`src/rtl/keypad_scanner.sv`:
```
// 4x4 keypad scanner: column strobing, full-matrix snapshot, press/release debounce.
// Optional auto-repeat of key_valid is enabled by defining KEYPAD_REPEAT_EN.
module keypad_scanner #(
    parameter int SCAN_TICKS     = 99_999,
    parameter int DEBOUNCE_SCANS = 4,
    parameter int REPEAT_SCANS   = 250
) (
    input  logic       clk_100MHz,
    input  logic       reset,
    input  logic [3:0] row,
    output logic [3:0] col,
    output logic [3:0] key_code,
    output logic       key_valid,
    output logic       key_held,
    output logic [1:0] fsm_state
);

    typedef enum logic [1:0] {IDLE, PRESS_DB, PRESSED, REL_DB} state_t;

    localparam logic [16:0] TICK_MAX = 17'(SCAN_TICKS);
    localparam logic [3:0]  DB       = 4'(DEBOUNCE_SCANS);

    state_t      state, state_nxt;
    logic [3:0]  row_meta, row_sync;
    logic [16:0] timer;
    logic [1:0]  col_index;
    logic [15:0] snapshot;
    logic        scan_done;
    logic [3:0]  cnt, cnt_nxt, cand, cand_nxt;
    logic [4:0]  ones;
    logic [3:0]  hit_idx;
    logic        none, single;
    logic        enter_press, rpt_fire, held_nxt;

    // Rows are sampled at the end of each slot so they have the whole slot to settle.
    always_ff @(posedge clk_100MHz or posedge reset) begin
        if (reset) begin
            row_meta  <= 4'hF;
            row_sync  <= 4'hF;
            timer     <= '0;
            col_index <= '0;
            snapshot  <= '0;
            scan_done <= 1'b0;
        end else begin
            row_meta  <= row;
            row_sync  <= row_meta;
            scan_done <= 1'b0;
            if (timer == TICK_MAX) begin
                timer                            <= '0;
                col_index                        <= col_index + 2'd1;
                snapshot[{col_index, 2'b00} +: 4] <= ~row_sync;
                scan_done                        <= (col_index == 2'd3);
            end else begin
                timer <= timer + 17'd1;
            end
        end
    end

    assign col = ~(4'b0001 << col_index);

    always_comb begin
        ones    = '0;
        hit_idx = '0;
        for (int i = 0; i < 16; i++) begin
            if (snapshot[i]) begin
                ones    = ones + 5'd1;
                hit_idx = 4'(i);
            end
        end
    end

    assign none   = (ones == 5'd0);
    assign single = (ones == 5'd1);

    always_comb begin
        state_nxt   = state;
        cnt_nxt     = cnt;
        cand_nxt    = cand;
        enter_press = 1'b0;
        if (scan_done) begin
            case (state)
                IDLE: begin
                    if (single) begin
                        cand_nxt = hit_idx;
                        cnt_nxt  = 4'd1;
                        if (DB == 4'd1) begin
                            state_nxt   = PRESSED;
                            enter_press = 1'b1;
                        end else begin
                            state_nxt = PRESS_DB;
                        end
                    end
                end
                PRESS_DB: begin
                    if (single && hit_idx == cand) begin
                        cnt_nxt = cnt + 4'd1;
                        if (cnt + 4'd1 == DB) begin
                            state_nxt   = PRESSED;
                            enter_press = 1'b1;
                        end
                    end else if (single) begin
                        cand_nxt = hit_idx;
                        cnt_nxt  = 4'd1;
                    end else begin
                        state_nxt = IDLE;
                    end
                end
                PRESSED: begin
                    if (none) begin
                        cnt_nxt   = 4'd1;
                        state_nxt = (DB == 4'd1) ? IDLE : REL_DB;
                    end
                end
                REL_DB: begin
                    if (none) begin
                        cnt_nxt = cnt + 4'd1;
                        if (cnt + 4'd1 == DB) state_nxt = IDLE;
                    end else begin
                        state_nxt = PRESSED;
                    end
                end
                default: state_nxt = IDLE;
            endcase
        end
    end

    assign held_nxt = (state_nxt == PRESSED) || (state_nxt == REL_DB);

`ifdef KEYPAD_REPEAT_EN
    logic [15:0] rpt_cnt;
    logic        rpt_step, rpt_last;

    // Any scan with a key down while held (PRESSED stays, or REL_DB bounces back) counts.
    assign rpt_step = scan_done && !none && (state == PRESSED || state == REL_DB);
    assign rpt_last = (rpt_cnt == 16'(REPEAT_SCANS - 1));
    assign rpt_fire = rpt_step && rpt_last;

    always_ff @(posedge clk_100MHz or posedge reset) begin
        if (reset)                        rpt_cnt <= '0;
        else if (enter_press || !held_nxt) rpt_cnt <= '0;
        else if (rpt_step)                rpt_cnt <= rpt_last ? 16'd0 : rpt_cnt + 16'd1;
    end
`else
    assign rpt_fire = 1'b0;
`endif

    always_ff @(posedge clk_100MHz or posedge reset) begin
        if (reset) begin
            state     <= IDLE;
            cnt       <= '0;
            cand      <= '0;
            key_code  <= '0;
            key_valid <= 1'b0;
        end else begin
            state     <= state_nxt;
            cnt       <= cnt_nxt;
            cand      <= cand_nxt;
            key_valid <= enter_press || rpt_fire;
            if (enter_press) key_code <= cand_nxt;
        end
    end

    assign key_held  = (state == PRESSED) || (state == REL_DB);
    assign fsm_state = state;

endmodule

```
`config.mk`:
```
export PLATFORM = sky130hd
export DESIGN_NAME = keypad_scanner
export DESIGN_NICKNAME = d
export VERILOG_FILES = /design/src/rtl/keypad_scanner.sv
export SDC_FILE = /design/constraint.sdc
export NUM_CORES = 1
export LEC_CHECK = 0
export ABC_AREA = 1
export CAP_MARGIN = 20
export CORE_UTILIZATION = 55
export CTS_CLUSTER_SIZE = 28
export DETAILED_ROUTE_END_ITERATION = 6
export PLACE_DENSITY = 0.71
export SYNTH_ARGS = -nofsm -noshare
export SYNTH_HDL_FRONTEND = slang
export SYNTH_SLANG_ARGS = --single-unit
```
`constraint.sdc`:
```
create_clock -name clk_100MHz -period 13.8 [get_ports clk_100MHz]
set_input_delay 2.76 -clock clk_100MHz [delete_from_list [all_inputs] [get_ports clk_100MHz]]
set_output_delay 2.76 -clock clk_100MHz [all_outputs]
set_load 0.02 [all_outputs]
```
# ---- Word-level counts from Yosys, hierarchy flattened
# Index checks and enable logic that the tools add are counted.
dict set report word_totals {
  register_bits 59
  latch_bits 0
  ramBits 0
  romBits 0
  out_inout_bits 12
  word_cells 110
  n_memories 0
}
dict set report op_classes {
  n_addsub 19
  mul 0
  div 0
  n_lt_le_gt_ge 0
  n_eq_ne 14
  n_shift 3
  n_mux 55
  bitwise 2
  reduce_logical 6
}
# cell n
set op_table {}
lappend op_table {{two-way mux 4 bit} 21}
lappend op_table {{adder 5 x 1 -> 5 bit (second input constant)} 15}
lappend op_table {{two-way mux 5 bit} 15}
lappend op_table {{adder 17 x 1 -> 17 bit (second input constant)} 1}
lappend op_table {{equality test 17 bit (second input constant)} 1}
lappend op_table {{two-way mux 17 bit} 1}
lappend op_table {{bitwise mux 16 bit} 1}
lappend op_table {{one-hot mux 4 bit (4 select lines)} 1}
lappend op_table {{variable shift 4 x 6 -> 16 bit (first input constant)} 1}
lappend op_table {{variable part select 4 x 6 -> 16 bit} 1}
lappend op_table {{two-way mux 2 bit} 7}
lappend op_table {{inequality test 3 bit (second input constant)} 3}
lappend op_table {{NOT 4 bit} 2}
lappend op_table {{one-hot mux 2 bit (4 select lines)} 1}
lappend op_table {{one-hot mux 4 bit (2 select lines)} 1}
lappend op_table {{two-way mux 1 bit} 7}
lappend op_table {{equality test 2 bit (second input constant)} 3}
lappend op_table {{inequality test 2 bit (second input constant)} 3}
lappend op_table {{negator 4 -> 6 bit} 1}
lappend op_table {{AND reduction 6 bit} 1}
lappend op_table {{equality test 5 x 1 -> 1 bit (second input constant)} 1}
lappend op_table {{zero test 5 bit} 1}
lappend op_table {{adder 4 x 1 -> 4 bit (second input constant)} 1}
lappend op_table {{equality test 4 x 3 -> 1 bit (second input constant)} 1}
lappend op_table {{8 further kinds} 8}

# ---- Logic depth before layout (Yosys ltp)
dict set report logic_depth {
  depth_word 36
  depth_mapped 60
  depth_no_buf 60
}

# ---- Worst setup path before layout
# OpenSTA, ideal clock, no wires.
dict set report synth_timing {
  kind {register -> register}
  from {register snapshot[0]}
  to {register state[0] (netlist: fsm_state[0])}
  setup_time_ns 0.117
  arrival_ns 7.787
  required_time_ns 13.683
  path_slack_ns 5.896
  stages_incl_launch_ff 59
  path_buffers 0
  period_less_slack_ns 7.904
  path_cell_list {dfrtp_1 > inv_1 > ha_1 > inv_1 > nand2_2 > nand2_1 > inv_1 > ha_1 > nand2_1 > nand2_1 > ha_1 > or2_1 > nand2_1 > inv_1 > ha_1 > nand2_1 > nand2_2 > ha_1 > [... 23 more ...] > nand2_1 > inv_1 > ha_1 > nand2_1 > nand2_1 > ha_1 > nor2_1 > a31oi_1 > nor2_1 > nand4_4 > inv_1 > nand2_1 > nand2_1 > inv_1 > nor2_2 > nand2_1 > nand2_1 > nand2_1}
}
dict set report synth_via {
  elab_chain_cells 35
}
# element line
set synth_lines {}
lappend synth_lines {{from (decl)} 27} ;# logic [15:0] snapshot;
lappend synth_lines {{from (signal, indexed assignment)} 51} ;# snapshot[{col_index, 2'b00} +: 4] <= ~row_sync;
lappend synth_lines {{two-way mux 1 bit *} 65} ;# if (snapshot[i]) begin
lappend synth_lines {{adder 5 x 1 -> 5 bit} 66} ;# ones = ones + 5'd1;
lappend synth_lines {{two-way mux 5 bit *} 65}
lappend synth_lines {{adder 5 x 1 -> 5 bit} 66}
lappend synth_lines {{two-way mux 5 bit *} 65}
lappend synth_lines {{adder 5 x 1 -> 5 bit} 66}
lappend synth_lines {{two-way mux 5 bit *} 65}
lappend synth_lines {{adder 5 x 1 -> 5 bit} 66}
lappend synth_lines {{[... 19 more ...]} -}
lappend synth_lines {{adder 5 x 1 -> 5 bit} 66}
lappend synth_lines {{two-way mux 5 bit *} 65}
lappend synth_lines {{adder 5 x 1 -> 5 bit} 66}
lappend synth_lines {{two-way mux 5 bit *} 65}
lappend synth_lines {{equality test 5 x 1 -> 1 bit} 73} ;# assign single = (ones == 5'd1);
lappend synth_lines {{logical AND 1 bit} 95} ;# if (single && hit_idx == cand) begin
lappend synth_lines {{inequality test 3 bit (no line) or two-way mux 2 bit (tied branches)} -}
lappend synth_lines {{AND reduction 6 bit (no line) or one-hot mux 2 bit (4 select lines) (tied branches)} -}
lappend synth_lines {{to (signal assigned)} 155} ;# state <= state_nxt;
lappend synth_lines {{to (decl)} 23} ;# state_t state, state_nxt;
# Every way passes the cells marked *; elsewhere a longest branch is shown, timed or not.
# A chain may end at the register's enable or synchronous reset.

# ---- Worst setup path in the final report
dict set report layout_timing {
  from {register snapshot[1]}
  to {register state[1] (netlist: fsm_state[1])}
}
dict set report layout_via {
  elab_chain_cells 33
}
# element line
set layout_lines {}
lappend layout_lines {{two-way mux 5 bit} 65}
lappend layout_lines {{adder 5 x 1 -> 5 bit} 66}
lappend layout_lines {{two-way mux 5 bit} 65}
lappend layout_lines {{adder 5 x 1 -> 5 bit} 66}
lappend layout_lines {{two-way mux 5 bit} 65}
lappend layout_lines {{adder 5 x 1 -> 5 bit} 66}
lappend layout_lines {{two-way mux 5 bit} 65}
lappend layout_lines {{adder 5 x 1 -> 5 bit} 66}
lappend layout_lines {{[... 17 more ...]} -}
lappend layout_lines {{adder 5 x 1 -> 5 bit} 66}
lappend layout_lines {{two-way mux 5 bit} 65}
lappend layout_lines {{adder 5 x 1 -> 5 bit} 66}
lappend layout_lines {{two-way mux 5 bit} 65}
lappend layout_lines {{equality test 5 x 1 -> 1 bit} 73}
lappend layout_lines {{logical AND 1 bit} 95}
lappend layout_lines {{inequality test 3 bit (no line) or two-way mux 2 bit (tied branches)} -}
lappend layout_lines {{AND reduction 6 bit (no line) or one-hot mux 2 bit (4 select lines) (tied branches)} -}
# Several ways; a longest one is shown, not always the timed one.

==> results.md <==
* Ports at 18
* H-tree depth at 3
* Number of synthesized flops with an enable pin at 0
* Initial DRC count at 132
* Yosys top cell by area: dfrtp_1
* GRT Total Usage at 0.2245
* Via count at between 4000 and 5000
* Least-Margin Pin Slew at approximately 700 ps
* Setup crit start kind: flop
* Initial Util at 0.5750
* Cell Area, Synth at between 4000 and 5000 um^2
* Final core utilization at 0.6311
* CTS tree: yes
* Clock-pin slew on the worst setup and hold paths at approximately 80 ps
* Pins Over Slew Limit at 0
* Post-synth top area share at 0.2661
* TritonCTS buffer count at 9
* CP delay by family, top: adder cells
* Post-route ant nets at 0
* Core area at 8341 um^2
* Nets at 762
* Endpoint arrival time on the critical path at 8780 ps
* Tmin final at between 8000 and 9000 ps
* Pwr/cell area at 65.12 nW/um^2
* Synth warn at 0
* Worst hold path class: flop to flop
* DRC Markers at 0
* Cells after Synth at 709
* Hold buffer count at CTS at 0
* Post-CTS sizing at 0
* Status: finished clean
* Global-route wire length before repair at about 16000 um
* Fin Setup TNS at 0 ps
* Largest net degree at the start of global routing at 60
* Metal-1 WL at 4644 um
* CP dominant cell by count: nand2_1
* Via/cell ratio at 4.979
* Initial antenna violation count at 0
* Main area contributors after synthesis: dfrtp_1, nand2_1, inv_1
* Setup violators final at 0
* WL met2 at 4177 um
* Yosys cell types at 41
* Critical Path Slowest Stage Cell: dfrtp_1
* Max Freq at roughly 120 MHz
* I/O Buffers at 17
* Pre-antenna DRT Iters at 4
* Row count at 33
* Total grt overflow at 0
* Synthesized flop and latch total at 59
* Diode count at 0
* Met3 WL at about 220 um
* Root buffer cell: clkbuf_8
* Final hold vios at 0
* Total power at 342.8 uW
* Crit-path max FO at 4
* Area grow syn2layout at 9.757%
* Ratio of cells with drive above 1 in the final layout at 0.1394
* Die Ht at 95.38 um
* Avg Cell Area, Syn at 6.764 um^2
* Crit path kind: flop to flop
* Period utilisation layout at 0.6196
* Worst Skew at ~12 ps
* Final wirelength at 9084 um
* Synth Net Count at 737
* Die Area at 9097 um^2
* Max-Cap Viols at 0
* Seq/Total Area, Yosys at 0.3099
* Postcts setup bufs at 0
* Required @ worst endpoint at between 10000 and 15000 ps
* Async set-reset flop share out of synthesis at 1.000
* DR WL/cell at 10.76 um
* Max-slew headroom at 0.5347
* Unrepaired setup endpoints after global routing: false
* Clk sinks at 59
* Gpl congestion at 0.8470
* Buf/Inv on CP at 8
* CP endpoint kind: flop
* Bufs on Longest Clock Path at 2
* LEAKAGE at 3.041 nW
* Slowest Stage Delay on Critical Path at 390 ps
* Main synth FF type: dfrtp_1
* Clk_lat worst skew at 340 ps
* Highest routed layer: met4
* Peak supply drop at ~57 uV
* Vias in the first global route at 3982
* HPWL Detailed at 7319 um
* Die Width at approximately 95 um
## final timing paths
kind	endpoint	slack, ps	cells after the start	startpoint
hold / removal	row_sync[0]$_DFF_PP1_	360	0	row_meta[0]$_DFF_PP1_
setup reg to reg	fsm_state[1]$_DFFE_PP0P_	5250	58	snapshot[1]$_DFFE_PP0P_
setup / recovery	fsm_state[1]$_DFFE_PP0P_	5250	58	snapshot[1]$_DFFE_PP0P_
max in group asynchronous	snapshot[12]$_DFFE_PP0P_	10390	3	reset
min in group asynchronous	timer[9]$_DFF_PP0_	2940	3	reset
hold reg to reg	row_sync[0]$_DFF_PP1_	360	0	row_meta[0]$_DFF_PP1_
## synth_stat cells (3+ instances only)
master and count:
a31oi_1 3, nand2_2 34, nor4_1 4, a211oi_1 3, nand2_1 197, a21oi_1 22, nor2_1 52, o31ai_1 7
o21ai_0 19, dfstp_2 8, ha_1 22, nand3_2 16, nor2_2 5, nand3_1 57, nand2_4 6, inv_1 137
nand3b_1 6, nand4_1 9, or2_2 3, xor2_1 7, dfrtp_1 51, nor3_1 10, inv_2 4, o21ai_1 4
## per-layer routing
metal,vias up,track usage
met1,1866,0.2990
met4,0,0.04104
met5,-,0
met2,56,0.3780
li1,2276,-
met3,4,0.04864
## kinds of logic (layout without fill, tap and decap cells)
logic type	after synthesis	in the layout	synth area share
compound gates	67	67	0.08114
xor+xnor	7	7	0.01278
fa+ha+maj	22	22	0.05740
buf+inv	148	178	0.1234
flops	59	59	0.3099
simple gates	406	406	0.4153
## through the flow
stage               cells  worst slack (ps)  hold slack (ps)  instance area (um^2)
finish                844              5249            358.1                  5264
global route          844              4443            360.4                  5264
CTS                   844              5218            359.7                  5264
detailed placement    828              5261            347.5                  5059
global placement      828              5639            345.3                  5059
floorplan             709              5896            345.2                  4796
## area by class of cell
class / count / area [um^2]
Multi-Input combinational cell: 502 / 2718
Tap cell: 105 / 131.4
Fill cell: 762 / 3077
Clock inverter: 7 / 81.33
Sequential cell: 59 / 1486
Timing Repair Buffer: 18 / 177.7
Inverter: 144 / 545.5
Clock buffer: 9 / 123.9
## where the power goes
part	switching [mW]	total [mW]	internal (mW)
combinational	0.00328	0.00473	0.00145
clock	0.0765	0.163	0.0861
sequential	0.000494	0.175	0.175
## cells in the final DEF, fill, tap and decap left out, types with 10 or more instances in the layout
| master | instances |
|---|---|
| nand2_1 | 197 |
| inv_1 | 136 |
| nand3_1 | 57 |
| nor2_1 | 52 |
| dfrtp_1 | 51 |
| nand2_2 | 34 |
| a21oi_1 | 22 |
| ha_1 | 22 |
| o21ai_0 | 19 |
| clkdlybuf4s50_1 | 17 |
| nand3_2 | 16 |
| nor3_1 | 10 |
## state kept, by name, summed over array words and instances (netlist names)
signal and flops:
timer 17, snapshot 16, cand 4, cnt 4, key_code 4, row_meta 4
row_sync 4, col_index 2, fsm_state 2, key_valid 1, scan_done 1
No activity file was read; power rests on OpenSTA's default activity.
